File: src/rtl/pitch_sdram_bridge.sv
// Bridges a level-held single-word client request onto an Avalon-MM pipelined master.
// Only one transaction is outstanding at a time. A per-transaction timeout aborts with pitch_err.
module pitch_sdram_bridge #(
  parameter int ADDR_W      = 23,
  parameter int DATA_W      = 32,
  parameter int TIMEOUT_CYC = 1023
) (
  input  logic              i_clk,
  input  logic              i_rst_n,
  input  logic              pitch_read,
  input  logic              pitch_write,
  input  logic [ADDR_W-1:0] pitch_addr,
  input  logic [DATA_W-1:0] pitch_writedata,
  output logic [DATA_W-1:0] pitch_readdata,
  output logic              pitch_sdram_finished,
  output logic              pitch_err,
  output logic [ADDR_W-1:0] avm_address,
  output logic              avm_read,
  output logic              avm_write,
  output logic [DATA_W-1:0] avm_writedata,
  output logic [3:0]        avm_byteenable,
  input  logic [DATA_W-1:0] avm_readdata,
  input  logic              avm_readdatavalid,
  input  logic              avm_waitrequest
);

  localparam int CNT_W = $clog2(TIMEOUT_CYC + 1);
  localparam logic [CNT_W-1:0] CNT_LIMIT = CNT_W'(TIMEOUT_CYC);

  typedef enum logic [2:0] {IDLE, RD_REQ, RD_WAIT, WR_REQ, DONE} state_t;

  state_t            state, state_nxt;
  logic [CNT_W-1:0]  cnt, cnt_nxt, cnt_inc;
  logic              timeout;
  logic              rd_nxt, wr_nxt, fin_nxt, err_nxt;
  logic [ADDR_W-1:0] addr_nxt;
  logic [DATA_W-1:0] wdata_nxt, rdata_nxt;

  assign avm_byteenable = 4'hF;
  assign cnt_inc        = cnt + CNT_W'(1);
  assign timeout        = (cnt_inc == CNT_LIMIT);

  always_comb begin
    state_nxt = state;
    cnt_nxt   = cnt;
    rd_nxt    = avm_read;
    wr_nxt    = avm_write;
    addr_nxt  = avm_address;
    wdata_nxt = avm_writedata;
    rdata_nxt = pitch_readdata;
    fin_nxt   = 1'b0;
    err_nxt   = 1'b0;
    case (state)
      IDLE: begin
        // read has priority; a simultaneous write is picked up on a later IDLE cycle
        if (pitch_read) begin
          state_nxt = RD_REQ;
          rd_nxt    = 1'b1;
          addr_nxt  = pitch_addr;
          cnt_nxt   = '0;
        end else if (pitch_write) begin
          state_nxt = WR_REQ;
          wr_nxt    = 1'b1;
          addr_nxt  = pitch_addr;
          wdata_nxt = pitch_writedata;
          cnt_nxt   = '0;
        end
      end
      RD_REQ: begin
        cnt_nxt = cnt_inc;
        if (!avm_waitrequest) begin
          state_nxt = RD_WAIT;
          rd_nxt    = 1'b0;
        end else if (timeout) begin
          state_nxt = DONE;
          rd_nxt    = 1'b0;
          rdata_nxt = '0;
          fin_nxt   = 1'b1;
          err_nxt   = 1'b1;
        end
      end
      RD_WAIT: begin
        cnt_nxt = cnt_inc;
        if (avm_readdatavalid) begin
          state_nxt = DONE;
          rdata_nxt = avm_readdata;
          fin_nxt   = 1'b1;
        end else if (timeout) begin
          state_nxt = DONE;
          rdata_nxt = '0;
          fin_nxt   = 1'b1;
          err_nxt   = 1'b1;
        end
      end
      WR_REQ: begin
        cnt_nxt = cnt_inc;
        if (!avm_waitrequest) begin
          state_nxt = DONE;
          wr_nxt    = 1'b0;
          fin_nxt   = 1'b1;
        end else if (timeout) begin
          state_nxt = DONE;
          wr_nxt    = 1'b0;
          fin_nxt   = 1'b1;
          err_nxt   = 1'b1;
        end
      end
      DONE:    state_nxt = IDLE;
      default: state_nxt = IDLE;
    endcase
  end

  always_ff @(posedge i_clk or negedge i_rst_n) begin
    if (!i_rst_n) begin
      state                <= IDLE;
      cnt                  <= '0;
      avm_read             <= 1'b0;
      avm_write            <= 1'b0;
      avm_address          <= '0;
      avm_writedata        <= '0;
      pitch_readdata       <= '0;
      pitch_sdram_finished <= 1'b0;
      pitch_err            <= 1'b0;
    end else begin
      state                <= state_nxt;
      cnt                  <= cnt_nxt;
      avm_read             <= rd_nxt;
      avm_write            <= wr_nxt;
      avm_address          <= addr_nxt;
      avm_writedata        <= wdata_nxt;
      pitch_readdata       <= rdata_nxt;
      pitch_sdram_finished <= fin_nxt;
      pitch_err            <= err_nxt;
    end
  end

endmodule

File: config.mk
export PLATFORM = sky130hd
export DESIGN_NAME = pitch_sdram_bridge
export DESIGN_NICKNAME = d
export VERILOG_FILES = /design/src/rtl/pitch_sdram_bridge.sv
export SDC_FILE = /design/constraint.sdc
export NUM_CORES = 1
export LEC_CHECK = 0
export ABC_AREA = 1
export BUFFER_PORTS_ARGS = -buffer_cell sky130_fd_sc_hd__buf_2
export CAP_MARGIN = 20
export CORE_UTILIZATION = 45
export CTS_BUF_LIST = sky130_fd_sc_hd__clkbuf_8
export CTS_CLUSTER_SIZE = 24
export DETAILED_ROUTE_END_ITERATION = 12
export PLACE_DENSITY = 0.78
export SLEW_MARGIN = 20
export SYNTH_ARGS = -nofsm -noshare
export SYNTH_HDL_FRONTEND = slang
export SYNTH_SLANG_ARGS = --single-unit
File: constraint.sdc
create_clock -name i_clk -period 1.6 [get_ports i_clk]
set_input_delay 0 -clock i_clk [delete_from_list [all_inputs] [get_ports i_clk]]
set_output_delay 0 -clock i_clk [all_outputs]
set_load 0.005 [all_outputs]
## Word level (Yosys, flattened, before mapping)

Index checks and enable logic that the tools add are counted.

- Memories: 0
- Bits in latches: 0
- Output and inout bits: 95
- ROM bits: 0
- RAM bits: 0
- Input port bits: 93
- Register bits after elaboration: 104
- Logic and storage cells: 66

- Magnitude comparators: 0
- Mux-type cells: 30
- Equal/unequal tests: 11
- Shifts and indexed selects: 0
- Bitwise logic cells: 1
- Div/mod/pow operators: 0
- Multipliers: 0
- Reductions and logical operators: 14
- Add/subtract/negate cells: 1

Operator list:

| kind | number |
|---|---|
| $mux W32 | 3 |
| $pmux W32 S2 | 1 |
| $mux W23 | 2 |
| $mux W10 | 2 |
| $pmux W10 S2 | 1 |
| $mux W3 | 6 |
| $pmux W3 S4 | 1 |
| $add A10 B1 Y10 const B | 1 |
| $eq A10 B10 Y1 const B | 1 |
| $mux W1 | 10 |
| $reduce_bool A2 Y1 | 5 |
| $ne A3 B3 Y1 const B | 3 |
| $ne A2 B2 Y1 const B | 4 |
| $eq A3 B2 Y1 const B | 2 |
| $pmux W1 S2 | 3 |
| $reduce_and A2 Y1 | 3 |
| $reduce_and A3 Y1 | 2 |
| $reduce_and A4 Y1 | 1 |
| $eq A3 B1 Y1 const B | 1 |
| $logic_not A3 Y1 | 1 |
| $pmux W1 S3 | 1 |
| $reduce_or A3 Y1 | 1 |
| $reduce_or A2 Y1 | 1 |
| $not A1 Y1 | 1 |

## Depth between registers and ports, before layout

- Depth after elaboration: 5
- Depth in mapped cells: 13

## Least setup slack after synthesis

Ideal clock, no wire load.

- Path kind: flip-flop to flip-flop
- Start point: reg cnt[0]
- End point: reg pitch_readdata[0]
- Stages on the path, launching flop included: 13
- Arrival: 1.584 ns
- Required time: 1.483 ns
- Period minus slack after synthesis: 1.700 ns
- Setup slack: -0.100 ns
- Cells stage by stage: dfrtp_1 > ha_1 > nand2_2 > inv_2 > nand2_2 > nand2_1 > nor2_2 > nand2_1 > nor2_2 > nand3_4 > buf_6 > nand3_2 > nand2_1

- Cells in the longest elaborated chain, start to end: 5
- Elaborated cells between the ends (all ways): 6
- Classes of those cells: 1 x add/sub; 1 x eq/ne; 4 x mux

RTL lines:

| element | RTL line | RTL |
|---|---|---|
| start: declaration | 33 | `logic [CNT_W-1:0] cnt, cnt_nxt, cnt_inc;` |
| start signal: assignment | 126 | `cnt <= cnt_nxt;` |
| $add A10 B1 Y10 * | 40 | `assign cnt_inc = cnt + CNT_W'(1);` |
| $eq A10 B10 Y1 * | 41 | `assign timeout = (cnt_inc == CNT_LIMIT);` |
| $mux W32 * | -- |  |
| $mux W32 (on tied branches) | -- |  |
| $pmux W32 S2 * | -- |  |
| end signal: assignment | 131 | `pitch_readdata <= rdata_nxt;` |
| end: declaration | 14 | `output logic [DATA_W-1:0] pitch_readdata,` |

Mark *: on every way between the ends. The rest lies on a longest branch, timed or not. The select of a mux whose other input is x is not followed.
A chain may end at the register's enable or synchronous reset.

## Final worst setup path

- Start point: reg cnt[0]
- End point: reg pitch_readdata[28]

The elaborated chain is that of the path after synthesis.

==> results.sh <==
export IMPL_path_common_cell="nand2_4"
export IMPL_grt_use_total=0.2468
export IMPL_cp_start_kind="flip-flop"
export IMPL_fin_cells=930
export IMPL_ctsLongestPathBuffers=2
export IMPL_slowest_delay_ns=0.45
export IMPL_drtPass1Iterations=4
export IMPL_path_clk_slew_ns=0.10
export IMPL_cts_sinks=104
export IMPL_cp_end_kind="flip-flop"
export IMPL_holdWs_ns=0.1295
export IMPL_fin_ws_ns=-0.1826
export IMPL_final_max_slew_viol_count=0
export IMPL_dieArea_mm2=0.01043
export IMPL_fp_row_count=36
export IMPL_yosys_area_share_simple=0.3227
export IMPL_grt_overflow=0
export IMPL_synth_seq_area_share=0.5771
export IMPL_path_max_fanout=19
export IMPL_drc=0
export IMPL_final_common_cell="nand2_1"
export IMPL_max_freq_mhz=561.0
export IMPL_syn2layout_area_growth_pct=54.63
export IMPL_period_share=1.114
export IMPL_grt_setup_unrepaired="true"
export IMPL_synth_top_area_cell="dfrtp_1"
export IMPL_synthMuxAreaShare=0
export IMPL_crit_required_ns=1.87
export IMPL_finalSetupViolCount=39
export IMPL_placed_cells=821
export IMPL_cts_root_buf="clkbuf_8"
export IMPL_viasPerCell=4.785
export IMPL_nNetsFinal=886
export IMPL_synth_cell_types=29
export IMPL_critPathKind="flip-flop to flip-flop"
export IMPL_io_buffers=183
export IMPL_synth_xor_area_frac=0.003885
export IMPL_synth_seq_cells=104
export IMPL_cts_buffers=9
export IMPL_dp_hpwl_um=7748
export IMPL_post_drt_wl_per_cell_um=14.29
export IMPL_die_h_um=102.1
export IMPL_clk_latency_ns=0.37
export IMPL_syn_inst=507
export IMPL_crit_chain="ha_4 -> nand2_4 -> inv_2 -> nand2_4 -> nand2_4 -> nor2_4 -> nand2_2 -> nor2_4 -> nand3_4 -> buf_12 -> nand3_2 -> nand2_1"
export IMPL_fin_crit_ns=1.783
export IMPL_yosys_area_share_adder=0.005549
export IMPL_ir_drop_uv=985.2
export IMPL_p_per_area_mw_per_mm2=1473
export IMPL_fin_area_mm2=0.006973
export IMPL_grt_pass1_vias=4251
export IMPL_num_io_pins=188
export IMPL_synth_top_family_by_area="simple AND/OR/NAND/NOR gates"
export IMPL_cts_tree="done"
export IMPL_utilization=0.7167
export IMPL_synth_top_area_frac=0.5771
export IMPL_synth_compound_area_share=0.03413
export IMPL_die_w_um=102.1
export IMPL_cap_violations=0
export IMPL_coreArea_mm2=0.009729
export IMPL_place_area_mm2=0.005674
export IMPL_via_count=4450
export IMPL_syn_area_mm2=0.004509
export IMPL_leakagePower_nw=3.830
export IMPL_timing_hold_violations_final=0
export IMPL_path_delay_family="simple AND/OR/NAND/NOR gates"
export IMPL_status="complete, but fails checks"
export IMPL_avgSynthCellArea_um2=8.894
export IMPL_start_util=0.4635
export IMPL_synth_area_leaders="dfrtp_1, nand2_1, nand3_2"
export IMPL_drt_total_wl_um=13290
export IMPL_antenna_found_initial=0
export IMPL_path_buf_inv=2
export IMPL_final_setup_skew_ns=0.01590
export IMPL_arrival_ns=2.05
export IMPL_place_gp_congestion=0.9150
export IMPL_drive_gt1_frac=0.3681
export IMPL_slowest_stage="dfrtp_2"
export IMPL_violations="setup timing"
export IMPL_min_path_type="primary input to async pin"
export IMPL_grt_pass1_wl_um=19600
export IMPL_ys_warn_count=0
export IMPL_grt_max_degree=38
export IMPL_htree_levels=3
export IMPL_drtIter0Drc=199
export IMPL_final_cell_mix="nand2_1, buf_2, dfrtp_1"
export IMPL_postRouteAntennaNets=0
## logic make-up (layout without fill, tap and decap cells)
family          Yosys count  in the layout
compound gates           25             25
xor+xnor                  2              2
fa+ha+maj                 2              2
buf+inv                  50            336
flops                   104            104
other cells               1              5
simple gates            323            323
## routing by layer
| layer | vias to the layer above | track usage | part of all wire |
|---|---|---|---|
| met5 | - | 0 | 0 |
| met2 | 190 | 0.4378 | 0.52 |
| met4 | 0 | 0.1022 | 0.017 |
| met3 | 26 | 0.05130 | 0.068 |
| met1 | 2107 | 0.2914 | 0.40 |
| li1 | 2127 | - | - |
## metrics by stage
step	power, mW	setup TNS, ns	worst slack [ns]
after floorplan	6.336	-2.436	-0.08789
after global placement	8.050	-3.708	-0.1159
after detailed placement	8.246	-5.483	-0.1717
after CTS	10.04	-4.016	-0.1273
after global routing	11.10	-9.788	-0.2838
final	10.27	-6.099	-0.1826
## path summary, 6_finish.rpt
| check | from | endpoint | slack, ns | cells past startpoint |
|---|---|---|---|---|
| setup / recovery | cnt[0]$_DFFE_PN0P_ | pitch_readdata[28]$_DFFE_PN0P_ | -0.18 | 12 |
| hold / removal | i_rst_n | avm_writedata[9]$_DFFE_PN0P_ | 0.13 | 2 |
| setup reg to reg | cnt[0]$_DFFE_PN0P_ | pitch_readdata[28]$_DFFE_PN0P_ | -0.18 | 12 |
| hold reg to reg | avm_address[16]$_DFFE_PN0P_ | avm_address[16]$_DFFE_PN0P_ | 0.48 | 2 |
| max in group asynchronous | i_rst_n | pitch_readdata[29]$_DFFE_PN0P_ | 0.91 | 3 |
| min in group i_clk | pitch_read | avm_read$_DFFE_PN0P_ | 0.16 | 4 |
## layout make-up
type / count / area (um^2)
diodes: 1 / 2.502
clock buffers: 10 / 137.6
clock inverters: 6 / 51.30
fillers: 658 / 2756
inverters: 27 / 101.3
multi-input cells: 356 / 1833
flip-flops and latches: 104 / 2604
well taps: 133 / 166.4
repair buffers: 293 / 2077
## cells in the mapped netlist
cell        n
o21bai_1    1
inv_2       5
nor2_1     13
conb_1      1
o21ai_1     3
nor2_4      1
ha_1        2
o21ai_4     1
o31ai_1     1
clkbuf_1    5
inv_1      22
nand3_1     9
buf_2       9
a21oi_2     1
dfrtp_1   104
o22ai_1     3
o21a_1      1
xor2_1      2
nor2_2      4
nand2_2     4
nand3_4     1
nand4_1     1
buf_6       5
o21ai_0     9
a21boi_0    1
buf_4       4
a21oi_1     4
nand2_1   260
nand3_2    30
## power breakdown
group	internal [mW]	leakage [nW]	switching (mW)
sequential	3.75	1.31	0.735
combinational	1.94	2.42	2.29
clock	0.634	0.0992	0.925
total	6.33	3.83	3.95
## state kept, by name, summed over array words and instances (netlist names)
register,flops
avm_writedata,32
pitch_readdata,32
avm_address,23
cnt,10
state,3
avm_read,1
avm_write,1
pitch_err,1
pitch_sdram_finished,1
## worst reg2reg max path: cells and delay by family (launching register included)
family,cells,cell delay (ns)
adder cells (fa/ha/maj),1,0.18
buffers and inverters,2,0.27
flip-flops,1,0.45
AND/OR/NAND/NOR,9,0.80
## timing repair
action,in CTS,in global routing
hold buffers,90,0
pin swaps,4,5
resized for setup,16,26
buffers inserted,1,0
hold endpoints to repair,197,0
setup endpoints to repair,39,66
gates cloned,0,1
Power figures use the tool's default switching activity.
